<file path="config.mk">
export PLATFORM = sky130hd
export DESIGN_NAME = lsu_stack
export DESIGN_NICKNAME = d
export VERILOG_FILES = /design/src/rtl/lsu_pkg.sv /design/src/rtl/lsu_stack.sv
export SDC_FILE = /design/constraint.sdc
export NUM_CORES = 1
export LEC_CHECK = 0
export CAP_MARGIN = 30
export CORE_ASPECT_RATIO = 1.25
export CORE_UTILIZATION = 55
export DETAILED_ROUTE_END_ITERATION = 8
export PLACE_DENSITY_LB_ADDON = 0.3
export SLEW_MARGIN = 0
export SYNTH_ARGS = -nofsm -noshare
export SYNTH_HDL_FRONTEND = slang
export SYNTH_SLANG_ARGS = --single-unit
export TNS_END_PERCENT = 10
</file>
<file path="constraint.sdc">
create_clock -name clk -period 7.55 [get_ports clk]
set_input_delay 0.755 -clock clk [delete_from_list [all_inputs] [get_ports clk]]
set_output_delay 0.755 -clock clk [all_outputs]
set_load 0.01 [all_outputs]
</file>
<file path="src/rtl/lsu_pkg.sv">
// Shared definitions for the load/store/stack unit: op encoding, FSM
// state encoding and the default stack window.
package lsu_pkg;

  localparam logic [7:0] LSU_STACK_BASE  = 8'hFF;
  localparam logic [7:0] LSU_STACK_LIMIT = 8'hC0;

  typedef enum logic [2:0] {
    OP_LOAD  = 3'd0,
    OP_STORE = 3'd1,
    OP_PUSH  = 3'd2,
    OP_POP   = 3'd3,
    OP_COPY  = 3'd4
  } op_e;

  typedef enum logic [2:0] {
    ST_IDLE    = 3'd0,
    ST_EXEC    = 3'd1,
    ST_COPY_RD = 3'd2,
    ST_COPY_WR = 3'd3,
    ST_DONE    = 3'd4
  } state_e;

endpackage

</file>
<file path="src/rtl/lsu_stack.sv">
// Load/store unit with a downward-growing hardware stack and a forward
// byte-copy engine, in front of a 256x8 data memory whose read data is
// combinational. Memory address, write data and write enable are
// registered, so the address of each access is set up one edge early.
module lsu_stack
  import lsu_pkg::*;
#(
  parameter logic [7:0] STACK_BASE  = LSU_STACK_BASE,
  parameter logic [7:0] STACK_LIMIT = LSU_STACK_LIMIT
) (
  input  logic       clk,
  input  logic       rst_n,
  input  logic       start,
  input  logic       req,
  input  logic [2:0] op,
  input  logic [7:0] addr_a,
  input  logic [7:0] addr_b,
  input  logic [7:0] wdata,
  input  logic [7:0] len,
  output logic       ack,
  output logic       err,
  output logic [7:0] rdata,
  output logic       busy,
  output logic [7:0] sp,
  output logic       empty,
  output logic       full,
  output logic [7:0] mem_addr,
  output logic [7:0] mem_wdata,
  output logic       mem_wr_en,
  input  logic [7:0] mem_rdata
);

  state_e     state;
  logic [2:0] cur_op;
  logic [7:0] cur_a;
  logic [7:0] cur_b;
  logic [7:0] cur_len;
  logic [7:0] idx;

  logic [7:0] accept_addr;
  logic       accept_wr;
  logic [7:0] next_idx;
  logic       more_copy;

  assign busy  = (state != ST_IDLE);
  assign empty = (sp == STACK_BASE);
  assign full  = (sp == (STACK_LIMIT - 8'd1));

  assign next_idx  = idx + 8'd1;
  assign more_copy = (next_idx < cur_len);

  // Decode the address and write strobe to present during EXEC for a new request.
  always_comb begin
    accept_addr = addr_a;
    accept_wr   = 1'b0;
    case (op)
      OP_LOAD: begin
        accept_addr = addr_a;
        accept_wr   = 1'b0;
      end
      OP_STORE: begin
        accept_addr = addr_a;
        accept_wr   = 1'b1;
      end
      OP_PUSH: begin
        accept_addr = sp;
        accept_wr   = !full;
      end
      OP_POP: begin
        accept_addr = sp + 8'd1;
        accept_wr   = 1'b0;
      end
      OP_COPY: begin
        accept_addr = addr_a;
        accept_wr   = 1'b0;
      end
      default: begin
        accept_addr = addr_a;
        accept_wr   = 1'b0;
      end
    endcase
  end

  // Main FSM: reset beats start, start beats any operation in flight.
  always_ff @(posedge clk) begin
    if (!rst_n) begin
      state     <= ST_IDLE;
      sp        <= STACK_BASE;
      rdata     <= 8'h00;
      ack       <= 1'b0;
      err       <= 1'b0;
      mem_wr_en <= 1'b0;
      mem_addr  <= 8'h00;
      mem_wdata <= 8'h00;
      idx       <= 8'h00;
      cur_op    <= 3'd0;
      cur_a     <= 8'h00;
      cur_b     <= 8'h00;
      cur_len   <= 8'h00;
    end else if (start) begin
      state     <= ST_IDLE;
      mem_wr_en <= 1'b0;
      ack       <= 1'b0;
    end else begin
      case (state)
        ST_IDLE: begin
          ack       <= 1'b0;
          mem_wr_en <= 1'b0;
          if (req) begin
            cur_op    <= op;
            cur_a     <= addr_a;
            cur_b     <= addr_b;
            cur_len   <= len;
            // mem_wdata doubles as the latched STORE/PUSH operand.
            mem_wdata <= wdata;
            mem_addr  <= accept_addr;
            mem_wr_en <= accept_wr;
            state     <= ST_EXEC;
          end
        end
        ST_EXEC: begin
          mem_wr_en <= 1'b0;
          case (cur_op)
            OP_LOAD: begin
              rdata <= mem_rdata;
              err   <= 1'b0;
              ack   <= 1'b1;
              state <= ST_DONE;
            end
            OP_STORE: begin
              err   <= 1'b0;
              ack   <= 1'b1;
              state <= ST_DONE;
            end
            OP_PUSH: begin
              if (!full) begin
                sp  <= sp - 8'd1;
                err <= 1'b0;
              end else begin
                err <= 1'b1;
              end
              ack   <= 1'b1;
              state <= ST_DONE;
            end
            OP_POP: begin
              if (!empty) begin
                rdata <= mem_rdata;
                sp    <= sp + 8'd1;
                err   <= 1'b0;
              end else begin
                err <= 1'b1;
              end
              ack   <= 1'b1;
              state <= ST_DONE;
            end
            OP_COPY: begin
              err <= 1'b0;
              if (cur_len == 8'h00) begin
                ack   <= 1'b1;
                state <= ST_DONE;
              end else begin
                idx      <= 8'h00;
                mem_addr <= cur_a;
                state    <= ST_COPY_RD;
              end
            end
            default: begin
              err   <= 1'b1;
              ack   <= 1'b1;
              state <= ST_DONE;
            end
          endcase
        end
        ST_COPY_RD: begin
          // The write-data register is the copy byte buffer.
          mem_wdata <= mem_rdata;
          mem_addr  <= cur_b + idx;
          mem_wr_en <= 1'b1;
          state     <= ST_COPY_WR;
        end
        ST_COPY_WR: begin
          mem_wr_en <= 1'b0;
          idx       <= next_idx;
          if (more_copy) begin
            mem_addr <= cur_a + next_idx;
            state    <= ST_COPY_RD;
          end else begin
            err   <= 1'b0;
            ack   <= 1'b1;
            state <= ST_DONE;
          end
        end
        ST_DONE: begin
          ack       <= 1'b0;
          mem_wr_en <= 1'b0;
          state     <= ST_IDLE;
        end
        default: begin
          ack       <= 1'b0;
          mem_wr_en <= 1'b0;
          state     <= ST_IDLE;
        end
      endcase
    end
  end

endmodule
</file>
==> metrics.md, run 1 <==
| Metric | Value |
|---|---|
| Status | finished with violations |
| Failing checks | design-rule violations |
| First drt pass iteration count | 7 |
| Gr usage total | 0.287 |
| Syn_area_per_cell | 8.28 um2 |
| Main synth FF type | dfxtp_1 |
| R2R cell count | 9 |
| # Post-CTS Setup Buffers | 0 |
| Final antenna-violating net count | 0 |
| Synth Area in XOR/XNOR | 0.0553 |
| Via-to-Cell Ratio | 5.93 |
| Port Buffers | 84 |
| Least-Margin Pin Slew | 1030 ps |
| Critical Path End Type | output port |
| Asr flop ratio synth | 0 |
| Worst slew margin | 0.314 |
| Fraction of layout cells with a size suffix above 1 | 0.0757 |
| Antenna cell count | 0 |
| Core Region | 0.00824 mm2 |
| Filler Cell Count | 692 |
| Yosys warnings | 0 |
| Initial antenna violation count | 0 |
| # IOs | 85 |
| Max Cap Viol | 0 |
| Largest family of logic cells by synthesized area | compound AO/OA/AOI/OAI gates |
| Mapped cell area | 0.00469 mm2 |
| Mapped Nets | 639 |
| Number of global-route vias before repair | 4368 |
| CP max FO | 9 |
| Longest Clk Path Bufs | 2 |
| FMAX | 328 MHz |
| Reg2reg end | mem_addr[0] |
| Max-slew violations | 0 |
| Residual DRC | 4 |
| Adder-cell share of the synthesized area | 0.0726 |
| Most instantiated library cell after synthesis | nand2_1 |
| Hold_buf cts | 0 |
| Total power | 0.893 mW |
| Number of enable flip-flop cells after synthesis | 0 |
| CTS Buf Count | 9 |
| Critical Path Start Type | register |
| Final period util | 0.403 |
| Multiplexer share of the synthesized area | 0.0470 |
| Initial Util | 0.569 |
| WS Path Type | register to output port |
| Chip height | 105 um |
| CTS root buf | clkbuf_8 |
| WL/cell | 16.7 um |
| Overflow after GRT | 0 |
| Crit. Startpoint | sp[1] |
| CTS tree | yes |
| Post_cts resized | 0 |
| Clk_lat worst skew | 370 ps |
| Area delta synth->final | 22.5% |
| Synth top area cells | dfxtp_1, nand2_1, ha_1 |
| Initial DRC Count | 276 |
| Crit Reg-Reg Startpoint | idx[0] |
| Commonest cells post-synth | nand2_1, dfxtp_1, nor2_1, a21boi_0, a21oi_1 |
| Sequential area share after synthesis | 0.312 |
| Max VDD drop | 117 uV |
| Worst Path Arrival | 2290 ps |
| Htree depth | 3 |
| Hold path startpoint | cur_b[0] |
| Chip width | 84.6 um |
| RSZ-0062 raised after global routing | no |
| Fin nets | 702 |
| Post-Synthesis Cells | 566 |
| PD cells | 156 mW/mm2 |
| Hold crit path type | register to register |
| Synth top area share | 0.312 |
| Reg clk slew, reported paths | 80 ps |
| First-pass GRT wire length | 20200 um |
| Die area | 0.00890 mm2 |
| TNS Setup | 0 ps |
| Synth Area in Compound Gates | 0.230 |
| FP Rows | 37 |
| GPL Wtd Cong | 0.931 |
| Worst setup path end | full |
| Routed via count | 4333 |
| Post-Synth Simple-Gate Area | 0.229 |
| Synthesis-stage register bit count | 73 |
| Final min period | 3040 ps |
| Worst Skew | 11.0 ps |
| WL final | 12200 um |
| Final setup viols | 0 |
| CTS sink cnt | 73 |
| Final Hold Viols | 0 |
| Critical path required time | 6800 ps |
| Synth area leader | dfxtp_1 |
| DPL Wire Length | 8820 um |
| Yosys cell types | 70 |
| Largest net degree at the start of global routing | 54 |
| Leakage | 2.31 nW |
| Reg-to-reg slack, setup | 4650 ps |
-- worst min-delay path by stage --
stage	to	slack, ps	cells after the start
3_3_place_gp	mem_addr[4]	470	2
6_report	cur_b[0]	470	2
2_1_floorplan	cur_b[3]	450	2
3_5_place_dp	cur_b[0]	470	2
4_1_cts	cur_b[0]	480	2
5_1_grt	cur_b[6]	510	2
-- cell type report --
class                   instances  area (um2)  share of cell area
multi-input cells             438        2970               0.518
flip-flops and latches         73        1460               0.255
repair buffers                 87         891               0.155
clock buffers                   9         124              0.0216
well taps                      97         121              0.0211
clock inverters                 7        95.1              0.0166
inverters                      20        75.1              0.0131
-- cells by family (layout without fill, tap and decap cells) --
| logic type | Yosys count | after routing |
|---|---|---|
| buf+inv | 55 | 123 |
| fa+ha+maj | 26 | 26 |
| compound gates | 147 | 147 |
| mux | 22 | 22 |
| xor+xnor | 28 | 28 |
| flops | 73 | 73 |
| simple gates | 215 | 215 |
-- worst max-delay path, stage by stage (launching register included) --
cell	delay, ps
dfxtp_1	490
ha_1	240
and3_1	340
nand3_4	120
nor2_1	150
clkdlybuf4s50_1	570
-- through the flow --
stage	hold slack (ps)	setup WS (ps)	std cells	cell area, um2	utilization
final	474	4510	731	5740	0.696
after global placement	466	4780	713	5470	0.664
after floorplan	448	5160	566	4690	-
after detailed placement	467	4660	715	5520	0.670
after CTS	479	4520	731	5740	0.696
after global routing	507	4370	731	5740	0.696
-- power by group --
group          internal [mW]  switching [mW]
clock                  0.185           0.162
sequential             0.400          0.0138
combinational         0.0698          0.0631
-- state kept, by name, summed over array words and instances (netlist names), 8 cells and up --
name,cells
mem_wdata,8
cur_a,8
rdata,8
sp,8
idx,8
mem_addr,8
cur_len,8
cur_b,8
-- placed cells by master (no fill, tap or decap), drive strengths merged, types with 13 or more instances in the layout --
cell / n
xnor2: 17
dfxtp: 73
a21oi: 33
ha: 24
nand2b: 13
inv: 20
nor2b: 19
mux2i: 22
clkdlybuf4s50: 83
a21boi: 34
nand2: 98
o21ai: 24
nor2: 34
-- layer usage --
layer / vias to the layer above / track usage / wire length, um
met4: 0 / 0.162 / 522
li1: 2095 / - / -
met1: 2030 / 0.331 / 4910
met3: 37 / 0.0673 / 746
met2: 171 / 0.487 / 5990
met5: - / 0 / 0
No activity file was read; power rests on OpenSTA's default activity.
==> run 2: changes to the inputs <==
- CORE_UTILIZATION: 55 -> 53
- clock period: 7.55 -> 2.81 ns (I/O delays scaled with it)
==> run 2 against run 1 <==
Net effect: the run now ends clean; flip-flop and latch count unchanged; sequential power rose to 2.7 times the previous value; setup slack lost 4300 ps; total power grew to 2.6 times the previous value; clock skew shrank 2.0 ps; worst hold slack got worse by 160 ps; die area grew 3.7%; critical endpoint is now mem_addr[3].
==> metrics.md, run 2 (synthesis gave the netlist of run 1 again) <==
| Metric | Value |
|---|---|
| Status | complete, no violations |
| Switching pwr | 0.622 mW |
| Seq pwr share | 0.473 |
| WS Path Type | register to register |
| Longest Clk Path Bufs | 2 |
| GR met2 Demand/Resource | 0.478 |
| Filler Cell Count | 750 |
| Final setup viols | 0 |
| Hold_buf cts | 0 |
| Gr usage total | 0.276 |
| # IOs | 85 |
| Crit path buf inv count | 1 |
| Reg clk slew, reported paths | 80 ps |
| WL final | 12200 um |
| Fin nets | 715 |
| WL/cell | 15.9 um |
| FMAX | 381 MHz |
| Routed via count | 4296 |
| Seq. cell area | 0.00147 mm2 |
| Most common cell after layout, fill and taps aside | nand2_1 |
| Antenna cell count | 0 |
| Crit path cell chain | nand3_1 > or3_4 > xnor2_1 > ha_1 > a21oi_1 > o2111ai_1 > o21ai_4 > buf_4 > nand2_2 > o22ai_2 |
| Max Cap Viol | 0 |
| Grt met3 use | 0.0608 |
| Worst Skew | 9.03 ps |
| Clk_lat worst skew | 360 ps |
| DPL Wire Length | 8990 um |
| Internal power | 1.72 mW |
| GPL Wtd Cong | 0.964 |
| CTS Buf Count | 9 |
| Overflow after GRT | 0 |
| Initial DRC Count | 205 |
| Number of global-route vias before repair | 4201 |
| Chip height | 107 um |
| Critical path required time | 3100 ps |
| GR Util met1 | 0.317 |
| Fraction of layout cells with a size suffix above 1 | 0.0991 |
| Area of the multi-input gates | 0.00298 mm2 |
| Worst Path Arrival | 2920 ps |
| PD cells | 402 mW/mm2 |
| Worst setup margin | 184 ps |
| Die area | 0.00923 mm2 |
| CP peak stage delay | 450 ps |
| Final antenna-violating net count | 0 |
| Least-Margin Pin Slew | 697 ps |
| Leakage | 2.37 nW |
| Worst slew margin | 0.534 |
| TNS Setup | 0 ps |
| Hold crit path type | input port to register |
| Switching part of the total | 0.265 |
| Chip width | 86.1 um |
| GR peak layer | met2 |
| First-pass GRT wire length | 19800 um |
| Area after DPL | 0.00558 mm2 |
| Initial antenna violation count | 0 |
| Critical Path End Type | register |
| Clock share of power | 0.368 |
| Logic pwr share | 0.158 |
| Port Buffers | 84 |
| Max-slew violations | 0 |
| Max VDD drop | 306 uV |
| Initial Util | 0.542 |
| Largest net degree at the start of global routing | 31 |
| Most frequent cells in the layout | nand2_1, clkdlybuf4s50_1, dfxtp_1 |
| First drt pass iteration count | 6 |
| CP delay by family, top | compound AO/OA/AOI/OAI gates |
| CTS sink cnt | 73 |
| Final period util | 0.934 |
| Htree depth | 3 |
| Core Region | 0.00865 mm2 |
| Final min period | 2630 ps |
| Area delta synth->final | 24.3% |
| Final Hold Viols | 0 |
| CP max FO | 7 |
| Hold_ws | 310 ps |
| Critical Path Start Type | register |
| CTS tree | yes |
| CTS root buf | clkbuf_8 |
| Post-Route Utilization | 0.673 |
| Via-to-Cell Ratio | 5.61 |
| Cell area after layout | 0.00583 mm2 |
| FP Rows | 38 |
| Crit-path slowest cell | or3_4 |
| Residual DRC | 0 |
| Pre-CTS setup slack | 72.7 ps |
==> run 2: cell types whose count changed in the layout (fill, tap and decap cells not counted), moves of 2 or more <==
cell	before	now
dfxtp_1	73	70
buf_4	1	16
clkbuf_8	9	11
dfxtp_2	0	3
==> run 2: worst register-to-register path: cells and delay by family, from the launching register on <==
kind	cells	cell delay (ps)
xor gates and xnor gates	1	140
buffers and inverters	1	190
and+or+nand+nor	3	680
AOI/OAI and AO/OA	4	830
adders and majority gates	1	310
DFF	1	390
==> run 2: cell type report <==
cell class | instances | area share
sequential | 73 | 0.251
multi-input combinational | 438 | 0.511
inverter | 20 | 0.0129
clock buffer | 11 | 0.0260
tap | 120 | 0.0258
clock inverter | 4 | 0.00902
timing repair buffer | 100 | 0.164
==> run 2: through the flow <==
| step | cells | power (mW) |
|---|---|---|
| 2_1_floorplan | 566 | 1.32 |
| 3_3_place_gp | 747 | 1.48 |
| 3_5_place_dp | 747 | 1.49 |
| 4_1_cts | 762 | 2.35 |
| 5_1_grt | 766 | 2.43 |
| 6_report | 766 | 2.34 |
==> run 2: metal layers <==
metal / vias up / part of all wire
met5: - / 0
met4: 0 / 0.035
met3: 40 / 0.057
met2: 138 / 0.50
met1: 1990 / 0.41
li1: 2128 / -
==> run 2: power groups by stage <==
stage / sequential, mW / combinational, mW / clock, mW
2_1_floorplan: 1.13 / 0.197 / 0
4_1_cts: 1.11 / 0.363 / 0.873
5_1_grt: 1.11 / 0.404 / 0.915
6_report: 1.11 / 0.371 / 0.864
3_5_place_dp: 1.13 / 0.360 / 0
3_3_place_gp: 1.13 / 0.351 / 0
==> run 2: timing repair <==
| item | in CTS | in global routing |
|---|---|---|
| setup buffers | 0 | 4 |
| gates resized for setup | 0 | 5 |
| setup endpoints to repair | 0 | 11 |
==> run 2: worst paths after layout <==
path	slack, ps	start	end	cells after the start
max	180	idx[1]	mem_addr[3]	10
min	310	rst_n	mem_wdata[6]	2
max reg2reg	180	idx[1]	mem_addr[3]	10
min reg2reg	480	cur_b[2]	cur_b[2]	2
==> run 3: changes to the inputs <==
- PLACE_DENSITY: unset -> 0.88
- PLACE_DENSITY_LB_ADDON: 0.3 -> unset
- SKIP_LAST_GASP: unset -> 1
==> run 3 against run 2 <==
Net effect: via count fell by 0.37%; combinational power decreased by 2%; clock power fell by 11%; global-route usage grew 0.31 points; total power is 4.2% lower; final area down 1.0%.
==> metrics.md, run 3 (synthesis gave the netlist of run 1 again) <==
| Metric | Value |
|---|---|
| Status | complete, no violations |
| CTS root buf | clkbuf_8 |
| Logic pwr share | 0.161 |
| Post-Route Utilization | 0.666 |
| Critical Path End Type | register |
| Gr usage total | 0.279 |
| Chip height | 107 um |
| Longest Clk Path Bufs | 2 |
| Final Hold Viols | 0 |
| Reg2reg end | mem_addr[2] |
| Number of global-route vias before repair | 4321 |
| Final setup viols | 0 |
| RSZ-0062 raised after global routing | no |
| Internal power | 1.63 mW |
| Die area | 0.00923 mm2 |
| Htree depth | 3 |
| WL/cell | 16.2 um |
| Residual DRC | 0 |
| Crit-path slowest cell | or3_1 |
| Critical path required time | 3070 ps |
| WS Path Type | register to register |
| R2R cell count | 10 |
| WL final | 12300 um |
| Hold_buf cts | 0 |
| TNS Setup | 0 ps |
| Port Buffers | 84 |
| Pre-CTS setup slack | 118 ps |
| Max VDD drop | 289 uV |
| Largest net degree at the start of global routing | 31 |
| Crit path cell chain | nand3_1 > or3_1 > xnor2_1 > ha_1 > a21oi_1 > o2111ai_1 > o21ai_4 > buf_4 > mux2i_1 > nor2b_1 |
| CTS tree | yes |
| First-pass GRT wire length | 20000 um |
| Leakage | 2.33 nW |
| Overflow after GRT | 0 |
| Max Cap Viol | 0 |
| Fin nets | 710 |
| Chip width | 86.1 um |
| FMAX | 383 MHz |
| Initial Util | 0.542 |
| DPL Wire Length | 9270 um |
| Crit. Startpoint | idx[0] |
| Hold Crit Depth | 2 |
| Clock share of power | 0.344 |
| Worst slew margin | 0.522 |
| # IOs | 85 |
| CP peak stage delay | 470 ps |
| Switching part of the total | 0.274 |
| Reg clk slew, reported paths | 80 ps |
| Clk_lat worst skew | 360 ps |
| Antenna cell count | 0 |
| Worst setup margin | 202 ps |
| GPL Wtd Cong | 0.922 |
| Worst Path Arrival | 2870 ps |
| Via-to-Cell Ratio | 5.62 |
| Dpl cells | 746 |
| Critical Path Start Type | register |
| Seq pwr share | 0.495 |
| First drt pass iteration count | 5 |
| Worst setup path end | mem_addr[2] |
| CTS Buf Count | 9 |
| Final min period | 2610 ps |
| Filler Cell Count | 723 |
| Max-slew violations | 0 |
| Least-Margin Pin Slew | 710 ps |
| Fraction of layout cells with a size suffix above 1 | 0.0919 |
| Crit Reg-Reg Startpoint | idx[0] |
| Worst Skew | 10.5 ps |
| CP max FO | 8 |
| Most common cell after layout, fill and taps aside | nand2_1 |
| PD cells | 389 mW/mm2 |
| Switching pwr | 0.615 mW |
| Core Region | 0.00865 mm2 |
| Hold crit path type | input port to register |
| Initial DRC Count | 178 |
| Most frequent cells in the layout | nand2_1, clkdlybuf4s50_1, dfxtp_1 |
| Routed via count | 4280 |
| Reg-to-reg slack, setup | 200 ps |
| Final period util | 0.928 |
| Area delta synth->final | 23.0% |
| Final Non-Filler Cells | 762 |
| CTS sink cnt | 73 |
| Initial antenna violation count | 0 |
| FP Rows | 38 |
| Final antenna-violating net count | 0 |
run 3: repair_timing:
item | 4_1_cts | 5_1_grt
endpoints found under the setup margin | 0 | 8
gates resized for setup | 0 | 4
setup buffers | 0 | 0
run 3: through the flow:
step	area [um2]	hold WS [ps]	power (mW)
6_report	5770	341	2.25
5_1_grt	5770	352	2.33
4_1_cts	5760	334	2.25
3_5_place_dp	5580	467	1.49
3_3_place_gp	5580	465	1.48
2_1_floorplan	4690	426	1.32
run 3: power groups by stage:
stage	clock [mW]	combinational, mW	sequential (mW)
2_1_floorplan	0	0.197	1.13
3_3_place_gp	0	0.348	1.13
3_5_place_dp	0	0.359	1.13
4_1_cts	0.779	0.362	1.11
5_1_grt	0.824	0.396	1.11
6_report	0.772	0.362	1.11
run 3: cell type report:
class                   count  area (um2)  area share
flip-flops and latches     73        1470       0.254
inverters                  20        75.1      0.0130
multi-input cells         438        2980       0.516
repair buffers             95         918       0.159
clock inverters             4        27.5     0.00477
well taps                 120         150      0.0260
clock buffers              12         155      0.0269
run 3: worst max-delay path: cells and delay by family (launching register included):
family / cells / cell delay, ps
xor+xnor: 1 / 160
compound gates: 3 / 570
simple gates: 3 / 680
mux: 1 / 200
fa+ha+maj: 1 / 310
buf+inv: 1 / 180
flops: 1 / 390
run 3: worst min path at each step:
stage | slack, ps | to | startpoint
floorplan | 430 | cur_a[7] | addr_a[7]
global placement | 470 | cur_b[2] | cur_b[2]
detailed placement | 470 | cur_b[4] | cur_b[4]
CTS | 330 | mem_wdata[0] | rst_n
global route | 350 | mem_wdata[0] | rst_n
finish | 340 | mem_wdata[0] | rst_n
run 3: per-layer routing:
metal / GRT usage / part of all wire / vias up
met3: 0.0654 / 0.051 / 42
met2: 0.488 / 0.50 / 130
met4: 0.156 / 0.042 / 0
li1: - / - / 2116
met5: 0 / 0 / -
met1: 0.307 / 0.41 / 1992
